--- src/rtl/adbg_or1k_halt_ctrl.sv ---
// adbg_or1k_halt_ctrl: per-core halt request/acknowledge handshake with sticky timeout flags,
// plus breakpoint edge pulses with optional cross-triggering to all cores.
module adbg_or1k_halt_ctrl #(
   parameter int NB_CORES  = 4,
   parameter int TIMEOUT_W = 8
) (
   input  logic                cpu_clk_i,
   input  logic                cpu_rstn_i,
   input  logic [NB_CORES-1:0] stall_i,
   input  logic [NB_CORES-1:0] core_halted_i,
   input  logic [NB_CORES-1:0] core_bp_i,
   input  logic                xtrig_en_i,
   input  logic                err_clr_i,
   output logic [NB_CORES-1:0] halt_req_o,
   output logic [NB_CORES-1:0] bp_o,
   output logic [NB_CORES-1:0] halted_o,
   output logic                all_halted_o,
   output logic [NB_CORES-1:0] timeout_o
);
   localparam logic [1:0] RUN    = 2'd0;
   localparam logic [1:0] REQ    = 2'd1;
   localparam logic [1:0] HALTED = 2'd2;
   localparam logic [1:0] RESUME = 2'd3;
   localparam logic [TIMEOUT_W-1:0] CNT_MAX = '1;

   logic [NB_CORES-1:0] bp_q;
   logic [NB_CORES-1:0] bp_edge;

   genvar n;
   generate
      for (n = 0; n < NB_CORES; n++) begin : g_core
         logic [1:0]           state;
         logic [1:0]           state_nxt;
         logic [TIMEOUT_W-1:0] cnt;
         logic [TIMEOUT_W-1:0] cnt_nxt;
         logic                 waiting;
         logic                 sat;
         logic                 fresh;
         logic                 req_q;
         logic                 halted_q;
         logic                 tmo_q;
         always_comb begin
            state_nxt = state;
            case (state)
               RUN:     if (stall_i[n]) state_nxt = REQ;
               REQ:     if (core_halted_i[n]) state_nxt = HALTED;
                        else if (!stall_i[n]) state_nxt = RUN;
               HALTED:  if (!stall_i[n]) state_nxt = RESUME;
               default: if (stall_i[n]) state_nxt = REQ;
                        else if (!core_halted_i[n]) state_nxt = RUN;
            endcase
         end
         assign waiting = (state_nxt == REQ) || (state_nxt == RESUME);
         assign sat     = (cnt == CNT_MAX);
         assign cnt_nxt = (state_nxt != state || !waiting) ? '0 : sat ? cnt : cnt + 1'b1;
         // A fresh arrival at all-ones beats err_clr_i; an already saturated counter re-arms the flag a cycle later.
         assign fresh   = !sat && (cnt_nxt == CNT_MAX);
         always_ff @(posedge cpu_clk_i or negedge cpu_rstn_i) begin
            if (!cpu_rstn_i) begin
               state    <= RUN;
               cnt      <= '0;
               req_q    <= 1'b0;
               halted_q <= 1'b0;
               tmo_q    <= 1'b0;
            end else begin
               state    <= state_nxt;
               cnt      <= cnt_nxt;
               req_q    <= (state_nxt == REQ) || (state_nxt == HALTED);
               halted_q <= (state_nxt == HALTED);
               tmo_q    <= fresh | ((tmo_q | sat) & ~err_clr_i);
            end
         end
         assign halt_req_o[n] = req_q;
         assign halted_o[n]   = halted_q;
         assign timeout_o[n]  = tmo_q;
      end
   endgenerate

   assign bp_edge = core_bp_i & ~bp_q;

   always_ff @(posedge cpu_clk_i or negedge cpu_rstn_i) begin
      if (!cpu_rstn_i) begin
         bp_q <= '0;
         bp_o <= '0;
      end else begin
         bp_q <= core_bp_i;
         bp_o <= xtrig_en_i ? {NB_CORES{|bp_edge}} : bp_edge;
      end
   end

   assign all_halted_o = &halted_o;
endmodule

--- config.mk ---
export PLATFORM = sky130hd
export DESIGN_NAME = adbg_or1k_halt_ctrl
export DESIGN_NICKNAME = d
export VERILOG_FILES = /design/src/rtl/adbg_or1k_halt_ctrl.sv
export SDC_FILE = /design/constraint.sdc
export NUM_CORES = 1
export LEC_CHECK = 0
export BUFFER_PORTS_ARGS = -buffer_cell sky130_fd_sc_hd__buf_2
export CORE_AREA = 2 2 97 71
export CTS_CLUSTER_SIZE = 40
export DETAILED_ROUTE_END_ITERATION = 6
export DIE_AREA = 0 0 99 73
export GPL_TIMING_DRIVEN = 0
export PLACE_DENSITY_LB_ADDON = 0.2
export REMOVE_ABC_BUFFERS = 1
export SKIP_LAST_GASP = 1
export SYNTH_ARGS = -nofsm -noshare
export SYNTH_HDL_FRONTEND = slang
export SYNTH_SLANG_ARGS = --single-unit
--- constraint.sdc ---
create_clock -name cpu_clk_i -period 2.95 [get_ports cpu_clk_i]
set_clock_uncertainty 0.05 [all_clocks]
set_input_delay 0.295 -clock cpu_clk_i [delete_from_list [all_inputs] [get_ports cpu_clk_i]]
set_output_delay 0.295 -clock cpu_clk_i [all_outputs]
set_load 0.02 [all_outputs]
======== After elaboration in Yosys (flattened, before gate mapping) ========
Index checks and enable logic that the tools add are counted.
storage, ports and cells
  bits of input ports ..................... 16
  logic and storage cells ................. 140
  bits in registers ....................... 60
  output and inout bits ................... 17
operators by class
  eq/ne operators ......................... 32
  reduce and logical (&&, ||, !) cells .... 30
  bitwise gates (word level) .............. 15
  add/subtract/negate cells ............... 4
  muxes and demuxes ....................... 37
operators with widths
  cell                                           number
  == test 8 bit, second input constant           8
  two-way mux 8 bit                              8
  two-way mux 2 bit                              24
  adder 8 x 1 -> 8 bit, second input constant    4
  == test 2 bit, second input constant           12
  case mux 2 bit (3 select lines)                4
  == test 2 x 1 -> 1 bit, second input constant  8
  logical OR 1 bit                               12
  zero test 1 bit                                8
  zero test 2 bit                                4
  != test 2 bit                                  4
  bitwise OR 1 bit                               8
  bitwise AND 1 bit                              4
  bitwise AND 4 bit                              1
  logical AND 1 bit                              4
  two-way mux 4 bit                              1
  NOT 4 bit                                      1
  AND reduction 4 bit                            1
  OR reduction 4 bit                             1
  NOT 1 bit                                      1

======== Logic depth before layout (Yosys ltp) ========
  depth after elaboration ................. 11
  gate-level depth with buffers ........... 8
  depth with buffers taken out ............ 7

======== Worst setup path before layout ========
No wires, ideal clock.
  path type ............................... register to register
  from .................................... reg g_core[3].state[0]
  to ...................................... reg g_core[3].tmo_q
  cell stages (with the launch flop) ...... 8
  required time ........................... 2.790 ns
  slack ................................... 1.140 ns
  data arrival time ....................... 1.650 ns
  setup time .............................. 0.110 ns
  buffers on the path ..................... 1
  clock period less this slack ............ 1.810 ns
  cells stage by stage .................... dfrtp_1 buf_2 nand2b_1 a21o_1 o221a_2 ha_1 o221ai_1 o41ai_1
on the way
  word-level cells in the longest chain between the ends .. 11
  elaborated cells between the ends (all ways) .. 20
  those cells by class .................... eq/ne: 6; mux: 8; bitwise: 1; reduce/logical: 5
RTL lines
  item                                                     line    text
  start, declared                                          32      logic [1:0] state;
  start signal, assigned                                   66      state <= state_nxt;
  two-way mux 2 bit, on equally long branches              50, 47
  two-way mux 2 bit, on equally long branches              49, 46
  case mux 2 bit (3 select lines) (*)                      44      case (state)
  net g_core[3].state_nxt[0]                               33      logic [1:0] state_nxt;
  == test 2 x 1 -> 1 bit or == test 2 bit (tied branches)  53      assign waiting = (state_nxt == REQ) || (state_nxt == RESUME);
  logical OR 1 bit                                         53
  zero test 1 bit                                          55      assign cnt_nxt = (state_nxt != state || !waiting) ? '0 : sat ? cnt : cnt + 1'b1;
  logical OR 1 bit (*)                                     55
  two-way mux 8 bit (*)                                    55
  == test 8 bit (*)                                        57      assign fresh = !sat && (cnt_nxt == CNT_MAX);
  logical AND 1 bit (*)                                    57
  bitwise OR 1 bit (*)                                     70      tmo_q <= fresh | ((tmo_q | sat) & ~err_clr_i);
  end signal, assigned                                     70
  end, declared                                            41      logic tmo_q;
Mark *: on every way through the listed nets, which the timed path passes. The rest lies on a longest branch.

======== Worst setup path in the final report ========
  from .................................... reg g_core[3].state[1]
  to ...................................... reg g_core[3].tmo_q
on the way
  elaborated cells between the ends (all ways) .. 20
  those cells by class .................... eq/ne: 6; mux: 8; bitwise: 1; reduce/logical: 5
RTL lines
  item                                                     line
  == test 2 bit, or another cell as far along              44
  case mux 2 bit (3 select lines) (*)                      44
  net g_core[3].state_nxt[0]                               33
  == test 2 x 1 -> 1 bit or == test 2 bit (tied branches)  53
  logical OR 1 bit                                         53
  zero test 1 bit                                          55
  logical OR 1 bit (*)                                     55
  two-way mux 8 bit (*)                                    55
  == test 8 bit (*)                                        57
  logical AND 1 bit (*)                                    57
  bitwise OR 1 bit (*)                                     70
Marks and branches as above.

==> results.yml <==
timing:
  rsz0062_at_grt: "no"
  fin_ws_ns: 0.898
  min_period_over_period_pct: 69.6
  tns_ns: 0
  period_needed_ns: 2.05
  hold_viol: 60
  hold_slack_ns: -0.0388
  slew_violations: 0
  tightest_slew_ns: 0.772
  setup_viol: 0
  timing.max_slew.rel_slack_pct: 48.3
  fmax_ghz: 0.487
floorplan:
  ios: 33
  fp.dieArea_mm2: 0.00723
  num_rows: 25
  initial_core_util_pct: 47.4
  die_w_um: 99
  die_h_um: 73
  core_area_mm2: 0.00641
clock_tree:
  clock_latency_ns: 0.34
  clk_path_buf_depth: 2
  cts_made_buffers: 9
  cts_max_level: 3
  cts_tree: "built"
  cts_setup_buffers: 0
  cts_sinks: 60
  clk_pin_slew_worst_paths_ns: 0.08
  cts-root-buf: "clkbuf_8"
finish:
  drive_gt1_share_pct: 16.4
  multi_input_comb_area_mm2: 0.00134
  register_area_mm2: 0.00150
  stdcell_area_mm2: 0.00346
  area_growth_pct: 13.9
  final_util_pct: 54.0
  nets: 363
  num-fill-cells: 589
  antenna_cells: 0
job:
  maxCapViolCount: 0
placed_design:
  dp_hpwl_um: 3790
  place_area_mm2: 0.00318
  numPortBuffers: 32
  dp_slack_ns: 0.835
  gp_congestion: 0.822
route:
  drc_errors: 0
  viasPerCell: 5.36
  wl_per_cell_um: 13.3
  drt_iter0_markers: 99
  antenna_left: 0
  firstDrtPassIters: 4
  num_vias: 2266
  routed_wirelength_um: 5610
worst_setup_path:
  cp.depth: 5
  critPathBufInv: 0
  timing.rr.start: "g_core[3].state[1]$_DFF_PN0_"
  cp_cell_sequence: "nand2_1 > o221a_2 > ha_1 > o221ai_1 > o41ai_1"
  max_stage_delay_ns: 0.58
  worst_ep_arrival_time_ns: 2.19
  r2r-end: "g_core[3].tmo_q$_DFF_PN0_"
  crit_start: "g_core[3].state[1]$_DFF_PN0_"
  end_kind: "flip-flop"
  crit_end: "g_core[3].tmo_q$_DFF_PN0_"
  path_max_fanout: 9
  crit_required_ns: 3.09
  r2r_setup_slack_ns: 0.90
  ff2ff_path_depth: 5
  path_class: "reg -> reg"
  critPathTopFamily: "compound AO/OA/AOI/OAI gates"
  crit_path_start_kind: "flip-flop"
  crit_slowest_cell: "o221ai_1"
power_and_ir_drop:
  irDropWorstVdd_v: 0.000432
  power_density_mw_per_mm2: 740
  leakagePower_nw: 1.65
yosys:
  avgSynthCellArea_um2: 9.81
  ys_ff_latch: 60
  netlist_area_mm2: 0.00304
  synth_cell_types: 48
  ys_seq_area_share_pct: 49.4
  yosys_warnings: 0
  synth_edf_count: 0
  async_flop_share_pct: 100
  synth-main-ff-cell: "dfrtp_1"
  synth_cells: 310
global_route:
  grt_pass1_wl_um: 9380
  antenna_found_initial: 0
  grt_usage_pct: 16.8
  grt_overflow_total: 0
  grt_max_degree: 61
  grt_pass1_vias: 2065
worst_hold_path:
  worstHoldPathType: "in -> async"
status:
  violations: "hold timing"
  outcome: "complete, but fails checks"
synth_stat cells, types with 3 or more instances:
cell | count | area [um2]
ha_1 | 10 | 125
and3_1 | 8 | 50.1
o21bai_1 | 5 | 37.5
a211oi_1 | 4 | 30.0
a31oi_1 | 9 | 56.3
nand2b_1 | 3 | 18.8
o21ai_0 | 14 | 70.1
nand2_1 | 20 | 75.1
and4b_1 | 3 | 30.0
inv_1 | 20 | 75.1
nor2_1 | 34 | 128
nand3_1 | 16 | 80.1
nor3b_1 | 3 | 22.5
o21ai_1 | 3 | 15.0
nand4_1 | 5 | 31.3
a21oi_1 | 8 | 40.0
nor3_1 | 12 | 60.1
buf_4 | 12 | 90.1
clkbuf_1 | 4 | 15.0
xnor2_1 | 5 | 43.8
mux2i_1 | 8 | 80.1
xor2_1 | 7 | 61.3
and4_1 | 5 | 43.8
dfrtp_1 | 60 | 1500
layout make-up:
type | count | area share, %
Sequential cell | 60 | 43.4
Multi-Input combinational cell | 211 | 38.8
Tap cell | 81 | 2.93
Clock inverter | 6 | 3.22
Inverter | 20 | 2.17
Clock buffer | 10 | 3.97
Timing Repair Buffer | 35 | 5.56
power breakdown:
part	switching (mW)	internal, mW	leakage [nW]	total (mW)
clock	0.340	0.584	0.122	0.924
combinational	0.334	0.211	0.734	0.545
sequential	0.133	0.961	0.790	1.09
worst reg2reg max path: stages, from the launching register on:
cell      delay (ns)
dfrtp_1         0.49
nand2_1         0.11
o221a_2         0.31
ha_1            0.19
o221ai_1        0.58
o41ai_1         0.18
how the worst min path moves through the flow:
stage            startpoint                          to  cells after the start
2_1_floorplan    cpu_rstn_i           bp_o[0]$_DFF_PN0_                      0
3_3_place_gp   core_bp_i[3]           bp_q[3]$_DFF_PN0_                      1
3_5_place_dp   core_bp_i[0]           bp_q[0]$_DFF_PN0_                      1
4_1_cts        core_bp_i[2]           bp_q[2]$_DFF_PN0_                      1
5_1_grt        core_bp_i[3]           bp_q[3]$_DFF_PN0_                      1
6_report         cpu_rstn_i  g_core[3].cnt[6]$_DFF_PN0_                      1
layer usage:
layer  routed length (um)  part of all wire (%)  track usage [%]  vias to the layer above
met5                    0                     0                0                        -
met4                   42                  0.75             5.78                        0
met3                  287                   5.1             7.28                        4
met2                 2440                    43             24.4                       41
li1                     -                     -                -                     1156
met1                 2840                    51             22.6                     1065
through the flow:
step | power [mW] | cells
after floorplan | 1.45 | 291
after global placement | 1.64 | 404
after detailed placement | 1.65 | 404
after CTS | 2.60 | 422
after global routing | 2.73 | 423
final | 2.56 | 423
what timing repair did:
action	4_1_cts	5_1_grt
endpoints found under the hold margin	2	1
hold buffers	2	1
resized for setup	0	0
state kept, by name, indices dropped and copies added (netlist names):
| name | count |
|---|---|
| g_core.cnt | 32 |
| g_core.state | 8 |
| bp_o | 4 |
| bp_q | 4 |
| g_core.halted_q | 4 |
| g_core.req_q | 4 |
| g_core.tmo_q | 4 |
cells in the final DEF, fill, tap and decap left out, types with 2 or more instances in the layout:
master / instances
nor3b_1: 3
a21oi_1: 8
nand2_1: 20
nand4_1: 5
o31ai_1: 2
nor3_1: 12
o21ai_0: 14
nand3_1: 16
xor2_1: 7
and4_1: 5
inv_1: 20
a211oi_1: 4
nor4bb_1: 2
o21bai_1: 5
o221a_2: 2
buf_2: 31
o32ai_1: 2
nand2b_1: 3
nor2_1: 34
mux2i_1: 8
o22ai_1: 2
dlygate4sd3_1: 3
bufinv_16: 3
clkbuf_8: 10
a31oi_1: 9
and4b_1: 3
dfrtp_1: 60
or2_2: 2
xnor2_1: 5
and3_1: 8
and3b_1: 2
o21ai_1: 3
ha_1: 10
cell families after synthesis:
family,share of synthesized area (%)
xor+xnor,3.46
fa+ha+maj,4.12
mux,2.63
compound gates,12.7
buf+inv,6.42
flops,49.4
simple gates,21.3
(Power assumes the default switching activity.)
